File: config.mk
export PLATFORM = sky130hd
export DESIGN_NAME = ape_stream_engine
export DESIGN_NICKNAME = d
export VERILOG_FILES = /design/src/rtl/ape_stream_engine.sv
export SDC_FILE = /design/constraint.sdc
export NUM_CORES = 2
export LEC_CHECK = 0
export ABC_AREA = 1
export CAP_MARGIN = 20
export CELL_PAD_IN_SITES_DETAIL_PLACEMENT = 0
export CELL_PAD_IN_SITES_GLOBAL_PLACEMENT = 1
export CORE_MARGIN = 4
export CORE_UTILIZATION = 46
export CTS_BUF_LIST = sky130_fd_sc_hd__clkbuf_2 sky130_fd_sc_hd__clkbuf_4 sky130_fd_sc_hd__clkbuf_8
export CTS_CLUSTER_DIAMETER = 50
export DETAILED_ROUTE_END_ITERATION = 10
export PLACE_DENSITY_LB_ADDON = 0.2
export SLEW_MARGIN = 20
export SYNTH_ARGS = -nofsm -noshare
export SYNTH_HDL_FRONTEND = slang
export SYNTH_SLANG_ARGS = --single-unit
File: constraint.sdc
create_clock -name clock -period 13.3 [get_ports clock]
set_input_delay 2.66 -clock clock [delete_from_list [all_inputs] [get_ports clock]]
set_output_delay 2.66 -clock clock [all_outputs]
set_load 0.01 [all_outputs]
File: src/rtl/ape_stream_engine.sv
// ape_stream_engine: accumulates MPE partial sums over one ROWS x COLS output tile.
// The accumulators start from a broadcast bias. Each result is requantised, passed
// through the activation, optionally 2x2 pooled, and streamed out one row per
// valid/ready transfer.
module ape_stream_engine #(
    parameter int ROWS     = 4,
    parameter int COLS     = 4,
    parameter int ACC_W    = 32,
    parameter int OUT_W    = 8,
    parameter int FRAC_SH  = 0,
    parameter int CLIP_MAX = 6
) (
    input  logic                       clock,
    input  logic                       reset,
    input  logic                       bias_valid,
    input  logic signed [ACC_W-1:0]    bias,
    input  logic [1:0]                 af_type,
    input  logic [1:0]                 pool_type,
    input  logic                       acc_valid,
    input  logic                       acc_last,
    input  logic [ROWS*COLS*ACC_W-1:0] mpe_vals,
    output logic                       out_valid,
    input  logic                       out_ready,
    output logic [COLS*OUT_W-1:0]      out_data,
    output logic                       busy,
    output logic                       done,
    output logic                       protocol_err
);

    localparam int N     = ROWS * COLS;
    localparam int CNT_W = (ROWS > 2) ? $clog2(ROWS) : 1;

    localparam logic signed [ACC_W-1:0] ACC_MAX     = {1'b0, {(ACC_W-1){1'b1}}};
    localparam logic signed [ACC_W-1:0] ACC_MIN     = {1'b1, {(ACC_W-1){1'b0}}};
    localparam logic signed [ACC_W-1:0] CLIP_ACC    = ACC_W'(CLIP_MAX);
    localparam logic signed [ACC_W-1:0] OUT_MAX_ACC = ACC_W'((2 ** (OUT_W - 1)) - 1);
    localparam logic signed [ACC_W-1:0] OUT_MIN_ACC = ACC_W'(-(2 ** (OUT_W - 1)));

    typedef enum logic [1:0] {IDLE, ACCUM, POST, DRAIN} state_t;

    state_t                  state, state_next;
    logic signed [ACC_W-1:0] acc  [N];
    logic signed [OUT_W-1:0] post [N];
    logic [1:0]              af_q;
    logic [1:0]              pool_q;
    logic [CNT_W-1:0]        row_idx;
    logic                    pooled;
    logic                    last_row;
    logic                    xfer;

    // Saturating add that clamps to the signed range of the accumulator
    function automatic logic signed [ACC_W-1:0] sat_add(input logic signed [ACC_W-1:0] a,
                                                        input logic signed [ACC_W-1:0] b);
        logic signed [ACC_W:0] s;
        s = (ACC_W+1)'(a) + (ACC_W+1)'(b);
        if (s[ACC_W] != s[ACC_W-1])
            return s[ACC_W] ? ACC_MIN : ACC_MAX;
        return s[ACC_W-1:0];
    endfunction

    // Requantise, apply the activation, then clamp to the signed output width
    function automatic logic signed [OUT_W-1:0] post_proc(input logic signed [ACC_W-1:0] a,
                                                          input logic [1:0] af);
        logic signed [ACC_W-1:0] v;
        v = a >>> FRAC_SH;
        if (af == 2'd1) begin
            if (v < 0) v = '0;
        end else if (af == 2'd2) begin
            if (v < 0) v = '0;
            else if (v > CLIP_ACC) v = CLIP_ACC;
        end
        if (v > OUT_MAX_ACC) v = OUT_MAX_ACC;
        else if (v < OUT_MIN_ACC) v = OUT_MIN_ACC;
        return v[OUT_W-1:0];
    endfunction

    function automatic logic signed [OUT_W-1:0] max4(input logic signed [OUT_W-1:0] a, b, c, d);
        logic signed [OUT_W-1:0] m;
        m = a;
        if (b > m) m = b;
        if (c > m) m = c;
        if (d > m) m = d;
        return m;
    endfunction

    // The sum is kept two bits wider so it cannot overflow; the shift floors toward -inf
    function automatic logic signed [OUT_W-1:0] avg4(input logic signed [OUT_W-1:0] a, b, c, d);
        logic signed [OUT_W+1:0] s;
        s = (OUT_W+2)'(a) + (OUT_W+2)'(b) + (OUT_W+2)'(c) + (OUT_W+2)'(d);
        s = s >>> 2;
        return s[OUT_W-1:0];
    endfunction

    assign pooled   = (pool_q == 2'd1) || (pool_q == 2'd2);
    assign last_row = pooled ? (row_idx == CNT_W'(ROWS/2 - 1)) : (row_idx == CNT_W'(ROWS - 1));
    assign xfer     = out_valid && out_ready;

    // State register
    always_ff @(posedge clock or negedge reset) begin
        if (!reset) state <= IDLE;
        else        state <= state_next;
    end

    // Next-state logic: bias starts a job, the last beat ends accumulation, the last row ends the drain
    always_comb begin
        state_next = state;
        case (state)
            IDLE:    if (bias_valid) state_next = ACCUM;
            ACCUM:   if (acc_valid && acc_last) state_next = POST;
            POST:    state_next = DRAIN;
            DRAIN:   if (xfer && last_row) state_next = IDLE;
            default: state_next = IDLE;
        endcase
    end

    // FSM status outputs
    always_comb begin
        busy      = (state != IDLE);
        out_valid = (state == DRAIN);
    end

    // Datapath: bias preload, saturating accumulation, post-processing, row counter, done and error flags
    always_ff @(posedge clock or negedge reset) begin
        if (!reset) begin
            for (int i = 0; i < N; i++) begin
                acc[i]  <= '0;
                post[i] <= '0;
            end
            af_q         <= '0;
            pool_q       <= '0;
            row_idx      <= '0;
            done         <= 1'b0;
            protocol_err <= 1'b0;
        end else begin
            done <= (state == DRAIN) && xfer && last_row;

            if ((acc_valid && state != ACCUM) || (bias_valid && state != IDLE))
                protocol_err <= 1'b1;
            else if (bias_valid && state == IDLE)
                protocol_err <= 1'b0;

            if (state == IDLE && bias_valid) begin
                af_q   <= af_type;
                pool_q <= pool_type;
                for (int i = 0; i < N; i++) acc[i] <= bias;
            end

            if (state == ACCUM && acc_valid) begin
                for (int i = 0; i < N; i++)
                    acc[i] <= sat_add(acc[i], $signed(mpe_vals[i*ACC_W +: ACC_W]));
            end

            if (state == POST) begin
                for (int i = 0; i < N; i++) post[i] <= post_proc(acc[i], af_q);
                row_idx <= '0;
            end

            if (state == DRAIN && xfer)
                row_idx <= row_idx + 1'b1;
        end
    end

    // Output row: either a plain post row or the pooled pair of rows; the row index only moves on a transfer
    always_comb begin
        int base;
        out_data = '0;
        base     = 0;
        if (state == DRAIN) begin
            if (pooled) begin
                base = 2 * int'(row_idx) * COLS;
                for (int j = 0; j < COLS/2; j++) begin
                    if (pool_q == 2'd1)
                        out_data[j*OUT_W +: OUT_W] = max4(post[base + 2*j], post[base + 2*j + 1],
                                                          post[base + COLS + 2*j],
                                                          post[base + COLS + 2*j + 1]);
                    else
                        out_data[j*OUT_W +: OUT_W] = avg4(post[base + 2*j], post[base + 2*j + 1],
                                                          post[base + COLS + 2*j],
                                                          post[base + COLS + 2*j + 1]);
                end
            end else begin
                base = int'(row_idx) * COLS;
                for (int c = 0; c < COLS; c++)
                    out_data[c*OUT_W +: OUT_W] = post[base + c];
            end
        end
    end

endmodule

======== Word level (Yosys, flattened, before mapping) ========
Cells that the tools add are included.
storage, ports and cells
  register bits ........................... 650
  input port bits ......................... 554
  output and inout bits ................... 36
  word-level logic and storage cells ...... 489
cells by class
  $add $sub $neg .......................... 33
  order comparisons ....................... 82
  equal/unequal tests ..................... 29
  muxes and demuxes ....................... 278
  bitwise gates (word level) .............. 12
  reductions and logical operators ........ 17
operators with widths
  operator               number
  $mux 32                145
  $mux 512               2
  $mux 8                 76
  $add 32x32->33         16
  $gt 32x4->1 const B    16
  $gt 32x8->1 const B    16
  $lt 32x1->1 const B    16
  $lt 32x8->1 const B    16
  $bmux 8 s4             12
  $ge 32x5->1 const B    12
  $not 32->32            4
  $not 5->32             4
  $gt 8x8->1             6
  $mux 1                 35
  $add 32x2->32 const B  1
  $mux 16                2
  $not 4->32             1
  $not 6->32             1
  $not 7->32             1
  $not 8->32             1
  $add 10x8->10          2
  $add 9x8->10           2
  $add 8x8->9            2
  $ne 1x1->1             16
  other kinds (20)       46

======== Depth between registers and ports, before layout ========
  depth after elaboration ................. 21
  mapped depth ............................ 46
  depth with buffers taken out ............ 44

======== Worst setup path after synthesis ========
No wires, ideal clock.
  kind .................................... reg-to-output
  start point ............................. reg row_idx[0]
  end point ............................... out out_data[9]
  arrival time ............................ 5162 ps
  required time ........................... 10640 ps
  slack ................................... 5478 ps
  stages on the path, launching flop included .. 36
  buffers on the path ..................... 4
  cell sequence ........................... dfrtp_1 buf_2 clkbuf_1 buf_2 nor2_1 a21oi_1 inv_1 ha_1 nand4_1 nor3_1 a21oi_1 nand2_1 o21ai_0 inv_1 ha_1 a21oi_1 o21a_1 nand2_1 nand2_1 nand2_1 nand2_1 clkbuf_1 a21boi_0 ha_1 nand2_1 nor2_1 nand2_1 nand2_1 nand2_1 o21ai_0 nand2_1 inv_1 nand2_1 nand3_1 nand2_1 a21oi_1
between the ends
  cells in the longest elaborated chain, start to end .. 21
  elaborated cells between the ends (all ways) .. 44
  those cells by class .................... 9 x add/sub; 3 x order compare; 27 x mux; 5 x bitwise
ends and longest elaborated chain
  item                                        RTL line  text
  start, declared                             46        logic [CNT_W-1:0] row_idx;
  start signal, assigned                      159       row_idx <= row_idx + 1'b1;
  $add 5x2->6                                 173, 177
  $add 6x1->7                                 173, 177
  $not 7->32 (not written as such)            173, 177
  $bmux 8 s4                                  173, 177
  $mux 8 (not written as such) (2 in series)  173, 177
  $gt 8x8->1                                  80        if (b > m) m = b;
  $mux 8                                      80
  $mux 8                                      172       if (pool_q == 2'd1)
  [4 not listed]                              -
  $mux 8                                      172
  $mux 8                                      169       if (pooled) begin
  $mux 8                                      168       if (state == DRAIN) begin
  $gt 8x8->1                                  82        if (d > m) m = d;
  $mux 8                                      82
  $mux 8                                      172
  $mux 16 *                                   169
  $mux 32 *                                   168
  end, declared                               24        output logic [COLS*OUT_W-1:0] out_data,
Every way passes the cells marked *; elsewhere a longest branch is shown, timed or not. The select of a mux whose other input is x is not followed.

======== Worst setup path in the final report ========
  start point ............................. reg row_idx[0]
  end point ............................... out out_data[8]
Same word-level chain as after synthesis.

==> impl_metrics.yaml <==
run_status:
  status: "complete, no violations"
synth:
  synthCells: 11703
  seq_area_frac_synth: 0.229
  synthTopCellsByArea: "dfrtp_1, nand2_1, ha_1, a21oi_1, nor2_1"
  synth_most_common_cell: "nand2_1"
  synth_ff_type: "dfrtp_1"
  synth_seq_cells: 650
  avgSynthCellArea_sq_um: 6.08
  yosys.area.top_type: "dfrtp_1"
  async_flop_share: 1.00
  synth_common_cells: "nand2_1, nor2_1, a21oi_1"
  ys_warn_count: 0
  synth_nets: 12916
  ys_types: 56
  synth-edff-count: 0
  synth_top_area_share: 0.229
  syn_area_sq_um: 71100
routing:
  via_count: 84327
  drt_iter0_markers: 8814
  firstDrtPassIters: 6
  drc: 0
  routed_via_density: 5.85
  postRouteAntennaNets: 0
  wl_um: 325000
  wire_per_inst_um: 22.6
placed_design:
  dp_hpwl_um: 244000
  port_buffers: 589
  place_area_sq_um: 79400
  place_congestion: 1.03
floorplan:
  rows: 144
  fp.dieH_um: 401
  die_area_sq_um: 161000
  start_util: 0.462
  die-width_um: 401
  io-pin-count: 590
  core_area_sq_um: 154000
final_layout:
  postLayoutCellArea_sq_um: 82900
  drive_above_1_share: 0.0536
  fill_cells: 15917
  layout.nets: 13420
  areaGrowthSynthToFinish_pct: 16.5
  final_util: 0.539
clock_network:
  clkTransAtPathRegs_ns: 0.06
  clock_path_buffers: 3
  cts_tree: "done"
  numCtsBuffers: 147
  clock-root-buffer: "clkbuf_8"
  cts_setup_buffers: 0
  htree_levels: 4
  hold_buffers: 0
  clk-insertion-delay-late_ns: 0.90
  clock_sinks: 650
  cts.repair.resized: 0
setup_path:
  endpoint: "out_data[8]"
  cp-end-kind: "output pin"
  critPathMaxFanout: 43
  crit_arrival_ns: 9.39
  critPathLaunchType: "flip-flop"
  worst-setup-path-type: "flip-flop to output pin"
  ff2ff_path_depth: 19
  startpoint: "row_idx[0]"
  worstReg2RegStart: "acc[450]"
  reg2reg_slack_ns: 8.45
  cpPeakStageDelay_ns: 0.82
  cp_slowest_cell: "dfrtp_2"
  cp_data_required_time_ns: 10.64
  timing.rr.end: "acc[468]"
  crit_top_cell: "nand2_1"
global_route:
  grt_pass1_vias: 79323
  antenna_found_initial: 43
  grt_max_degree: 188
  grt_use_met1: 0.514
  top_usage_layer: "met2"
  grtUsageMet3: 0.0759
  grt.total_usage: 0.388
  grt_overflow_total: 0
  grt_pass1_wl_um: 485000
  use_met2: 0.590
timing:
  post-route-min-period_ns: 12.05
  final.setup.tns_ns: 0
  relSlewSlack: 0.192
  drv_slew: 0
  finalHoldViolCount: 0
  rsz0062_at_grt: "false"
  final.setup_skew_ns: 0.0418
  fmax_ghz: 0.0830
  period_share: 0.906
  worst_slew_pin_slew_ns: 1.21
  whs_ns: 0.476
  setup_violations: 0
worst_hold_path:
  min_path_type: "flip-flop to flip-flop"
  hp-start: "post[121]"
job:
  maxCapViolations: 0
## placed cells by master (no fill, tap or decap), types with 15 or more instances in the layout
cell	instances
o21ai_1	16
nand2_2	24
a21boi_0	56
and3_1	15
nand3_1	922
nor4_1	104
nand3b_1	93
clkbuf_8	179
o211ai_1	34
inv_2	17
o21bai_1	94
fa_1	50
a21o_1	36
clkinv_2	23
or2_2	214
nor3_1	120
ha_1	608
xor2_1	40
o21a_1	26
o21ai_4	31
nand4_1	173
a21oi_1	1337
nand2_1	3225
o21ai_0	577
clkbuf_4	33
clkdlybuf4s50_1	588
inv_1	1208
a31oi_1	34
dfrtp_1	649
and2_1	16
diode_2	42
buf_4	60
nor2_1	1559
## worst min path at each step
| stage | slack (ns) | depth (start not counted) | end |
|---|---|---|---|
| finish | 0.48 | 2 | post[121] |
| global route | 0.50 | 2 | post[126] |
| CTS | 0.48 | 2 | post[122] |
| detailed placement | 0.46 | 2 | post[126] |
| global placement | 0.46 | 2 | post[126] |
| floorplan | 0.44 | 2 | post[121] |
## metal layers
metal / share of wire / wire [um]
met4: 0.061 / 19700
met3: 0.095 / 30900
met1: 0.41 / 134000
met2: 0.43 / 141000
met5: 0.00014 / 46
## per-stage QoR
step	worst slack [ns]	instances
finish	1.25	14409
global route	0.582	14384
CTS	1.45	14367
detailed placement	2.43	14102
global placement	2.44	14099
floorplan	5.48	11703
## sequential cells by signal, indices dropped and copies added, names as in the netlist
signal / cells
protocol_err: 1
post: 128
row_idx: 2
acc: 512
pool_q: 2
done: 1
state: 2
af_q: 2
## layout make-up
type	instances	area (sq um)	area share
Antenna cell	42	105	0.00127
Clock buffer	212	2710	0.0327
Clock inverter	53	621	0.00749
Inverter	1240	4660	0.0563
Multi-Input combinational cell	9510	49400	0.596
Sequential cell	650	16300	0.196
Tap cell	2044	2560	0.0309
Timing Repair Buffer	658	6540	0.0789
## critical path, delay by kind of cell, from the launching register on
family / cells / cell delay, ns
AO/OA/AOI/OAI: 6 / 2.48
AND/OR/NAND/NOR: 20 / 2.31
buffers and inverters: 5 / 1.75
adder cells (fa/ha/maj): 3 / 1.09
flip-flops: 1 / 0.82
## cell families after synthesis
family,after synthesis,share of synthesized area
multiplexers,1,0.000158
XOR/XNOR,52,0.00640
buffers and inverters,1543,0.0830
flip-flops,650,0.229
AND/OR/NAND/NOR,6490,0.386
adder cells (fa/ha/maj),659,0.121
AO/OA/AOI/OAI,2308,0.175
Power is left out: the tool's default activity adds up to more than one toggle a clock period on the data nets, which glitch-free logic cannot reach.
